File: config.mk
export PLATFORM = sky130hd
export DESIGN_NAME = mem_lsu
export DESIGN_NICKNAME = d
export VERILOG_FILES = /design/src/rtl/mem_lsu.sv
export SDC_FILE = /design/constraint.sdc
export NUM_CORES = 1
export LEC_CHECK = 0
export BUFFER_PORTS_ARGS = -buffer_cell sky130_fd_sc_hd__buf_2
export CORE_MARGIN = 3
export CORE_UTILIZATION = 52
export DETAILED_ROUTE_END_ITERATION = 8
export HOLD_SLACK_MARGIN = 0.1
export PLACE_DENSITY = 0.95
export SYNTH_ARGS = -nofsm -noshare
export SYNTH_HDL_FRONTEND = slang
export SYNTH_SLANG_ARGS = --single-unit
File: constraint.sdc
create_clock -name cpu_clk -period 2.58 [get_ports cpu_clk]
set_input_delay 0.516 -clock cpu_clk [delete_from_list [all_inputs] [get_ports cpu_clk]]
set_output_delay 0.516 -clock cpu_clk [all_outputs]
set_load 0.01 [all_outputs]
File: src/rtl/mem_lsu.sv
// Memory-access stage: one data-bus request/response per memory op, load extension, pipeline stall.
// Build macro MEM_LSU_ALIGN_CHECK_EN: misaligned half/word ops skip the bus and raise ale_out.
module mem_lsu #(
  parameter int ADDR_W = 32,
  parameter int DATA_W = 32
) (
  input  logic              cpu_clk,
  input  logic              cpu_rstn,
  input  logic              valid_in,
  input  logic [3:0]        mem_op,
  input  logic [ADDR_W-1:0] addr_in,
  input  logic [DATA_W-1:0] wdata_in,
  output logic              mem_stall,
  output logic [DATA_W-1:0] ram_ext_out,
  output logic              data_req,
  output logic              data_we,
  output logic [ADDR_W-1:0] data_addr,
  output logic [3:0]        data_wstrb,
  output logic [DATA_W-1:0] data_wdata,
  input  logic              data_addr_ok,
  input  logic              data_ok,
  input  logic [DATA_W-1:0] data_rdata,
  output logic              ale_out
);

  localparam logic [3:0] OP_LB  = 4'd1;
  localparam logic [3:0] OP_LH  = 4'd2;
  localparam logic [3:0] OP_LW  = 4'd3;
  localparam logic [3:0] OP_LBU = 4'd4;
  localparam logic [3:0] OP_LHU = 4'd5;
  localparam logic [3:0] OP_SB  = 4'd6;
  localparam logic [3:0] OP_SH  = 4'd7;
  localparam logic [3:0] OP_SW  = 4'd8;

  typedef enum logic [1:0] {IDLE, REQ, WAIT, DONE} state_t;

  state_t      state, state_nx;
  logic        is_mem, is_store, misalign, capture;
  logic [3:0]  op_p0;
  logic [1:0]  off_p0;

  function automatic logic [3:0] lane_strb(input logic [3:0] op, input logic [1:0] off);
    case (op)
      OP_SB:   lane_strb = 4'b0001 << off;
      OP_SH:   lane_strb = off[1] ? 4'b1100 : 4'b0011;
      OP_SW:   lane_strb = 4'b1111;
      default: lane_strb = 4'b0000;
    endcase
  endfunction

  function automatic logic [DATA_W-1:0] lane_wdata(input logic [3:0] op, input logic [DATA_W-1:0] wd);
    case (op)
      OP_SB:   lane_wdata = {(DATA_W/8){wd[7:0]}};
      OP_SH:   lane_wdata = {(DATA_W/16){wd[15:0]}};
      OP_SW:   lane_wdata = wd;
      default: lane_wdata = '0;
    endcase
  endfunction

  function automatic logic [DATA_W-1:0] ext_load(input logic [3:0] op, input logic [1:0] off,
                                                 input logic [DATA_W-1:0] rd);
    logic [7:0]  b;
    logic [15:0] h;
    b = 8'(rd >> {off, 3'b000});
    h = 16'(rd >> {off[1], 4'b0000});
    case (op)
      OP_LB:   ext_load = {{(DATA_W-8){b[7]}}, b};
      OP_LBU:  ext_load = {{(DATA_W-8){1'b0}}, b};
      OP_LH:   ext_load = {{(DATA_W-16){h[15]}}, h};
      OP_LHU:  ext_load = {{(DATA_W-16){1'b0}}, h};
      OP_LW:   ext_load = rd;
      default: ext_load = '0;
    endcase
  endfunction

  assign is_mem   = valid_in && (mem_op >= OP_LB) && (mem_op <= OP_SW);
  assign is_store = (mem_op >= OP_SB) && (mem_op <= OP_SW);

`ifdef MEM_LSU_ALIGN_CHECK_EN
  assign misalign = ((mem_op == OP_LH || mem_op == OP_LHU || mem_op == OP_SH) && addr_in[0]) ||
                    ((mem_op == OP_LW || mem_op == OP_SW) && (addr_in[1:0] != 2'b00));
`else
  assign misalign = 1'b0;
`endif

  always_ff @(posedge cpu_clk or negedge cpu_rstn) begin
    if (!cpu_rstn) state <= IDLE;
    else           state <= state_nx;
  end

  always_comb begin
    state_nx = state;
    case (state)
      IDLE: if (is_mem) state_nx = misalign ? DONE : REQ;
      REQ:  if (data_addr_ok) state_nx = data_ok ? DONE : WAIT;
      WAIT: if (data_ok) state_nx = DONE;
      DONE: state_nx = IDLE;
      default: state_nx = IDLE;
    endcase
  end

  always_comb begin
    data_req  = (state == REQ);
    mem_stall = is_mem && (state != DONE);
  end

  // Response beat: either addr_ok+data_ok together in REQ, or data_ok in WAIT
  assign capture = ((state == REQ) && data_addr_ok && data_ok) || ((state == WAIT) && data_ok);

  always_ff @(posedge cpu_clk or negedge cpu_rstn) begin
    if (!cpu_rstn) begin
      data_addr   <= '0;
      data_we     <= 1'b0;
      data_wstrb  <= 4'b0000;
      data_wdata  <= '0;
      op_p0       <= 4'd0;
      off_p0      <= 2'b00;
      ram_ext_out <= '0;
    end else begin
      if (state == IDLE && is_mem) begin
        data_addr  <= {addr_in[ADDR_W-1:2], 2'b00};
        data_we    <= is_store;
        data_wstrb <= lane_strb(mem_op, addr_in[1:0]);
        data_wdata <= lane_wdata(mem_op, wdata_in);
        op_p0      <= mem_op;
        off_p0     <= addr_in[1:0];
      end
      ram_ext_out <= capture ? ext_load(op_p0, off_p0, data_rdata) : '0;
    end
  end

`ifdef MEM_LSU_ALIGN_CHECK_EN
  always_ff @(posedge cpu_clk or negedge cpu_rstn) begin
    if (!cpu_rstn) ale_out <= 1'b0;
    else           ale_out <= (state == IDLE) && is_mem && misalign;
  end
`else
  assign ale_out = 1'b0;
`endif

endmodule

---- Word-level counts from Yosys, hierarchy flattened ----
Cells that the tools add are included.
storage, ports and cells
  bits in registers ....................... 107
  input port bits ......................... 105
  logic and storage cells ................. 50
operators by class
  order comparisons ....................... 3
  equality and inequality tests ........... 15
  shift operators ......................... 3
  muxes and demuxes ....................... 10
  reduce and logical (&&, ||, !) cells .... 11
operator list
  operator             count
  $pmux 32 s5          1
  $pmux 32 s3          1
  $mux 32              1
  $shr 32x5->16        1
  $shr 32x5->8         1
  $eq 4x3->1 const B   4
  $pmux 4 s3           1
  $eq 4x2->1 const B   2
  $logic_and 1x1->1    8
  $pmux 2 s4           1
  $mux 2               3
  $ne 2x2->1 const B   3
  $eq 2x2->1 const B   2
  $eq 4x1->1 const B   1
  $eq 4x4->1 const B   1
  $ge 4x1->1 const B   1
  $ge 4x3->1 const B   1
  $le 4x4->1 const B   1
  $mux 4               1
  $shl 1x2->4 const A  1
  $reduce_and 3->1     1
  $eq 2x1->1 const B   1
  $logic_not 2->1      1
  $ne 2x1->1 const B   1
  2 further kinds      2

---- Logic depth before layout (Yosys ltp) ----
Gate-level depths: netlist (run 1).
  word-level depth ........................ 5
  gate-level depth with buffers ........... 8
  gate-level depth less buffers ........... 6

---- Worst setup path before layout (run 1) ----
OpenSTA, ideal clock, no wires.
  path kind ............................... input to output
  from .................................... input port mem_op[2]
  to ...................................... output port mem_stall
  arrival time ............................ 1379 ps
  path slack .............................. 685 ps
  stages .................................. 4
  path buffers ............................ 1
  cell sequence ........................... buf_2 > or4_4 > nand3_1 > nor2_1
between the ends
  longest elaborated chain between the ends .. 4
  elaborated cells on any way between the ends .. 5
RTL lines
  item                 line  RTL
  start, declared      10    input logic [3:0] mem_op,
  $ge 4x1->1           76    assign is_mem = valid_in && (mem_op >= OP_LB) && (mem_op <= OP_SW);
  $logic_and 1x1->1    76
  $logic_and 1x1->1 *  76
  $logic_and 1x1->1 *  104   mem_stall = is_mem && (state != DONE);
  end, declared        13    output logic mem_stall,
Mark *: on every way between the ends. The rest lies on a longest branch, timed or not.

---- Worst setup path in the final report (run 1) ----
  from .................................... register state[0]
  to ...................................... register data_wstrb[1]
between the ends
  longest elaborated chain between the ends .. 2
RTL lines
  item                    line  RTL
  start, declared         37    state_t state, state_nx;
  start signal, assigned  88    else state <= state_nx;
  $logic_not 2->1         120   if (state == IDLE && is_mem) begin
  $logic_and 1x1->1       120
  end signal, assigned    123   data_wstrb <= lane_strb(mem_op, addr_in[1:0]);
  end, declared           18    output logic [3:0] data_wstrb,
Every way passes these cells.
A chain may end at the register's enable or synchronous reset.

==> flow_metrics.env, run 1 <==
export IMPL_status="finished, final reports clean"
export IMPL_num_rows=34
export IMPL_die_w_um=104
export IMPL_p_sw_frac=0.399
export IMPL_io_pins=209
export IMPL_syn_area_per_cell_um2=9.77
export IMPL_pwr_share_clk=0.158
export IMPL_hpwl_mm=10.4
export IMPL_slew_headroom=0.213
export IMPL_max_stage_delay_ns=0.88
export IMPL_power_density_nw_per_um2=1000
export IMPL_drt_first_pass_iters=5
export IMPL_synth_ff_type="dfrtp_1"
export IMPL_grt_max_degree=78
export IMPL_cts_num_sinks=107
export IMPL_synth_edff_count=0
export IMPL_syn_inst=507
export IMPL_wl_per_cell_um=16.6
export IMPL_htree_levels=3
export IMPL_ys_top_cells_by_count="nand2_1, dfrtp_1, nor2_1, a21oi_1"
export IMPL_ys_warn_count=0
export IMPL_synth_most_common_cell="nand2_1"
export IMPL_rsz0062_at_grt="no"
export IMPL_post_cts_buffers=0
export IMPL_async_flop_share=1.00
export IMPL_hold_path_class="primary input to asynchronous set/reset pin"
export IMPL_postCtsHoldBufs=0
export IMPL_synth_seq_cells=107
export IMPL_grt_antenna_before_repair=0
export IMPL_cts_buffers=9
export IMPL_ctsResizeCount=0
export IMPL_synth_distinct_cells=47
export IMPL_gp_congestion=0.903
export IMPL_cts_tree="done"
export IMPL_worstPathRequired_ns=2.84
export IMPL_synth_top_area_frac=0.540
export IMPL_coreArea_um2=8980
export IMPL_die_y_um=104
export IMPL_slowest_stage="and3b_2"
export IMPL_grt_overflow=0
export IMPL_leakagePower_nw=3.30
export IMPL_clkLatencyLatePin_ns=0.37
export IMPL_viasPerCell=5.51
export IMPL_path_max_fanout=53
export IMPL_die_area_um2=10700
export IMPL_p_switching_mw=2.48
export IMPL_vias=4570
export IMPL_drv_cap=0
export IMPL_fin_skew_ns=0.0132
export IMPL_p_total_mw=6.22
export IMPL_layout_min_cycle_time_ns=2.25
export IMPL_drtAntennaViolNets=0
export IMPL_timing_setup_tns_ns=0
export IMPL_worst_slew_pin_slew_ns=1.17
export IMPL_max_freq_ghz=0.445
export IMPL_clockRootBuffer="clkbuf_8"
export IMPL_grtUsageTotal=0.252
export IMPL_seq_area_frac_synth=0.540
export IMPL_peakVddDrop_v=0.000468
export IMPL_clk_pin_slew_worst_paths_ns=0.11
export IMPL_hold_violations=0
export IMPL_cell_internal_pwr_mw=3.74
export IMPL_netlist_top_cells_area="dfrtp_1, nand2_1, a21oi_1"
export IMPL_start_util=0.552
export IMPL_syn_to_final_growth_pct=25.6
export IMPL_drive_above_1_share=0.362
export IMPL_finalWirelength_mm=13.8
export IMPL_clock_path_buffers=2
export IMPL_syn_area_um2=4950
export IMPL_critPathLaunchType="flip-flop"
export IMPL_crit_chain="inv_1, ha_1, nand2_1, and3b_2, o211ai_1, o21a_1"
export IMPL_setup_violations=0
export IMPL_route_detailed_drc=0
export IMPL_combPwrFrac=0.415
export IMPL_crit_type="flip-flop to flip-flop"
export IMPL_period_share=0.870
export IMPL_io_buffers=205
export IMPL_cp_arrival_ns=2.50
export IMPL_drt_initial_drc_count=259
export IMPL_layout_nets=809
export IMPL_grt_pass1_wl_mm=22.3
export IMPL_seqPwrFrac=0.427
export IMPL_antenna_cells=0
export IMPL_slew_violations=0
export IMPL_synth_top_area_cell="dfrtp_1"
export IMPL_grt_pass1_vias=4515
export IMPL_cp_end_kind="flip-flop"
[per-stage QoR]
step	utilization	cells	hold WS, ns	setup WS [ns]	instance area (um2)
2_1_floorplan	-	509	0.220	0.685	4960
3_3_place_gp	0.673	814	0.451	0.326	6040
3_5_place_dp	0.673	814	0.458	0.279	6040
4_1_cts	0.693	830	0.107	0.334	6220
5_1_grt	0.693	830	0.123	0.0671	6220
6_report	0.693	830	0.103	0.335	6220
[cells in the final DEF, fill, tap and decap left out, types with 2 or more instances in the layout]
master	Yosys	layout
buf_2	14	204
nand2_1	141	141
dfrtp_1	107	107
nor2_1	47	47
a21oi_1	41	41
mux2_2	16	16
a221oi_1	16	16
a22oi_1	14	14
o21ai_0	9	9
clkbuf_8	0	9
buf_4	8	9
mux2i_1	8	8
a22o_1	8	8
inv_1	6	6
o21ai_1	5	5
ha_1	5	5
nor2b_1	3	3
nor3b_1	3	3
nand3_1	3	3
a21o_1	3	3
nor4b_1	3	3
conb_1	1	3
inv_8	0	3
and3b_1	3	2
a311o_1	2	2
nor3_1	2	2
nand2b_1	2	2
o22ai_1	2	2
a211oi_1	2	2
a31oi_1	2	2
o21a_1	2	2
clkinvlp_4	0	2
buf_12	0	2
[metal layers]
metal	vias to the layer above	part of all wire	track usage
li1	2118	-	-
met1	2150	0.40	0.322
met2	271	0.49	0.418
met3	31	0.092	0.0684
met4	0	0.023	0.0864
met5	-	0	0
[logic make-up after synthesis]
logic type,share of synthesized area
muxes,0.0571
adders and majority gates,0.0126
xor gates and xnor gates,0.00177
other,0.000757
buffers and inverters,0.0505
DFF,0.540
AOI/OAI and AO/OA,0.153
and+or+nand+nor,0.184
[final timing paths]
kind | start | to | slack, ns | cells after the start
worst max-delay path | state[0] | data_wstrb[1] | 0.33 | 6
worst min-delay path | cpu_rstn | data_addr[13] | 0.10 | 1
worst max register to register | state[0] | data_wstrb[1] | 0.33 | 6
worst min register to register | data_addr[5] | data_addr[5] | 0.48 | 2
max in group asynchronous | cpu_rstn | ram_ext_out[28] | 1.74 | 2
min in group cpu_clk | addr_in[7] | data_addr[7] | 0.34 | 3
[flip-flops by register name, indices dropped and copies added, names as in the netlist]
signal / cells
data_wdata: 32
off_p0: 2
op_p0: 4
data_we: 1
data_addr: 30
state: 2
data_wstrb: 4
ram_ext_out: 32
[worst max-delay path, delay by kind of cell, from the launching register on]
| family | cells | cell delay, ns |
|---|---|---|
| AO/OA/AOI/OAI | 2 | 0.34 |
| buffers and inverters | 1 | 0.14 |
| AND/OR/NAND/NOR | 2 | 0.98 |
| flip-flops | 1 | 0.43 |
| adder cells (fa/ha/maj) | 1 | 0.25 |
[power by group through the flow]
stage | registers (mW) | logic (mW) | clock network (mW)
floorplan | 2.82 | 1.42 | 0
global placement | 2.65 | 2.48 | 0
detailed placement | 2.68 | 2.60 | 0
CTS | 2.66 | 2.60 | 0.995
global route | 2.73 | 2.86 | 1.06
finish | 2.66 | 2.58 | 0.981
[cell type report]
class	instances	area, um2
Clock buffer	10	128
Inverter	6	22.5
Clock inverter	6	57.6
Fill cell	660	2750
Tap cell	126	158
Multi-Input combinational cell	360	2050
Timing Repair Buffer	215	1130
Sequential cell	107	2680
No activity file was read; power rests on OpenSTA's default activity.
==> inputs of run 2 (changes only) <==
CORE_UTILIZATION = 30   (was 52)
CTS_BUF_LIST = sky130_fd_sc_hd__clkbuf_4 sky130_fd_sc_hd__clkbuf_8 sky130_fd_sc_hd__clkbuf_16   (was default)
PLACE_DENSITY = default   (was 0.95)
==> run 2 against run 1 <==
  * Via count down 3.0%
  * Critical path depth down 1
  * Die area up 69%
  * Final cell count up 12%
==> flow_metrics.env, run 2 (synthesis results as in run 1) <==
export IMPL_final_cells=926
export IMPL_drv_cap=0
export IMPL_critPathMostFrequentCell="buf_2"
export IMPL_die_w_um=135
export IMPL_coreArea_um2=16000
export IMPL_cts_tree="done"
export IMPL_p_switching_mw=2.50
export IMPL_n_fill_cell=1663
export IMPL_num_rows=46
export IMPL_seqPwrFrac=0.400
export IMPL_cts_num_sinks=107
export IMPL_layout_min_cycle_time_ns=2.11
export IMPL_r2r_end="data_wdata[6]"
export IMPL_place_area_um2=6240
export IMPL_slew_violations=0
export IMPL_period_share=0.818
export IMPL_r2r_start="state[0]"
export IMPL_worstPathRequired_ns=2.06
export IMPL_crit_chain="buf_2, or4_4, nand3_1, nor2_1, buf_2"
export IMPL_worst_slew_pin_slew_ns=1.11
export IMPL_io_buffers=205
export IMPL_drive_above_1_share=0.369
export IMPL_status="finished, final reports clean"
export IMPL_cell_internal_pwr_mw=4.13
export IMPL_pwr_share_clk=0.202
export IMPL_route_detailed_drc=0
export IMPL_final_cell_mix="buf_2, nand2_1, dfrtp_1"
export IMPL_path_max_fanout=7
export IMPL_drt_initial_drc_count=220
export IMPL_slew_headroom=0.256
export IMPL_leakagePower_nw=3.40
export IMPL_drtAntennaViolNets=0
export IMPL_hold_violations=0
export IMPL_max_freq_ghz=0.474
export IMPL_layout_nets=815
export IMPL_cts_buffers=9
export IMPL_ctsResizeCount=0
export IMPL_grt_antenna_before_repair=0
export IMPL_antenna_cells=0
export IMPL_reg_top3="data_wdata x32, ram_ext_out x32, data_addr x30"
export IMPL_max_stage_delay_ns=0.55
export IMPL_peakVddDrop_v=0.000352
export IMPL_grt_overflow=0
export IMPL_cp_end_kind="output port"
export IMPL_placed_cells=910
export IMPL_clk_pin_slew_worst_paths_ns=0.07
export IMPL_grt_pass1_vias=4273
export IMPL_grt_pass1_wl_mm=23.3
export IMPL_clkLatencyLatePin_ns=0.35
export IMPL_clockRootBuffer="clkbuf_16"
export IMPL_die_area_um2=18100
export IMPL_postCtsHoldBufs=0
export IMPL_ff2ff_setup_slack_ns=0.51
export IMPL_combPwrFrac=0.397
export IMPL_setup_violations=0
export IMPL_vias=4433
export IMPL_drt_first_pass_iters=4
export IMPL_hpwl_mm=11.0
export IMPL_gp_congestion=0.791
export IMPL_post_cts_buffers=0
export IMPL_hold_path_class="primary input to asynchronous set/reset pin"
export IMPL_cp_arrival_ns=1.59
export IMPL_start_util=0.310
export IMPL_slowest_stage="or4_4"
export IMPL_syn_to_final_growth_pct=31.7
export IMPL_layout_area_seq_um2=2680
export IMPL_crit_type="primary input to output port"
export IMPL_critPathLaunchType="primary input"
export IMPL_power_density_nw_per_um2=1020
export IMPL_grtUsageTotal=0.162
export IMPL_mostFrequentLayoutCell="buf_2"
export IMPL_htree_levels=3
export IMPL_postLayoutCoreUtil=0.408
export IMPL_final_cell_area_um2=6530
export IMPL_p_sw_frac=0.377
export IMPL_rsz0062_at_grt="no"
export IMPL_viasPerCell=4.79
export IMPL_wl_per_cell_um=16.1
export IMPL_fin_skew_ns=0.00998
export IMPL_die_y_um=135
export IMPL_grt_max_degree=108
export IMPL_timing_setup_tns_ns=0
export IMPL_finalWirelength_mm=14.9
export IMPL_clock_path_buffers=2
export IMPL_multi_input_area_um2=2050
export IMPL_io_pins=209
export IMPL_reg2reg_depth=6
run 2: cell types whose count changed in the layout (fill, tap and decap cells not counted), moves of 2 or more:
cell and delta:
clkbuf_8 -8, clkbuf_16 +9, buf_4 +2, inv_8 -3, clkbuf_4 +3, buf_12 +4
run 2: worst max-delay path by stage:
stage,to,slack [ns],start
finish,mem_stall,0.47,mem_op[1]
global route,data_wdata[5],0.30,state[0]
global placement,data_wdata[2],0.42,mem_op[1]
detailed placement,data_wdata[1],0.30,mem_op[1]
CTS,mem_stall,0.46,mem_op[1]
floorplan,mem_stall,0.69,mem_op[2]
run 2: stage by stage:
stage                     hold WS, ns  setup slack [ns]  power (mW)
final                           0.241             0.470        6.63
after global routing            0.289             0.300        7.15
after CTS                       0.260             0.458        6.72
after detailed placement        0.458             0.301        5.36
after global placement          0.454             0.418        5.34
after floorplan                 0.220             0.685        4.24
run 2: area by class of cell:
type	count	area share
clock inverters	3	0.00326
flip-flops and latches	107	0.410
well taps	216	0.0414
clock buffers	13	0.0401
multi-input cells	360	0.314
inverters	6	0.00345
repair buffers	221	0.187
run 2: power by group through the flow:
stage	Sequential [mW]	Combinational (mW)	Clock, mW
6_report	2.65	2.64	1.34
2_1_floorplan	2.82	1.42	0
5_1_grt	2.74	2.95	1.46
3_3_place_gp	2.69	2.64	0
3_5_place_dp	2.68	2.67	0
4_1_cts	2.66	2.67	1.39
run 2: metal layers:
layer	global-route usage	up-vias	wire, um
met5	0	-	0
met4	0.0498	0	195
met3	0.0399	16	1180
met2	0.241	183	6550
met1	0.233	2099	6960
li1	-	2135	-
run 2: worst max-delay path: cells and delay by family:
kind          cells  cell delay, ns
simple gates      3            0.78
buf+inv           2            0.28
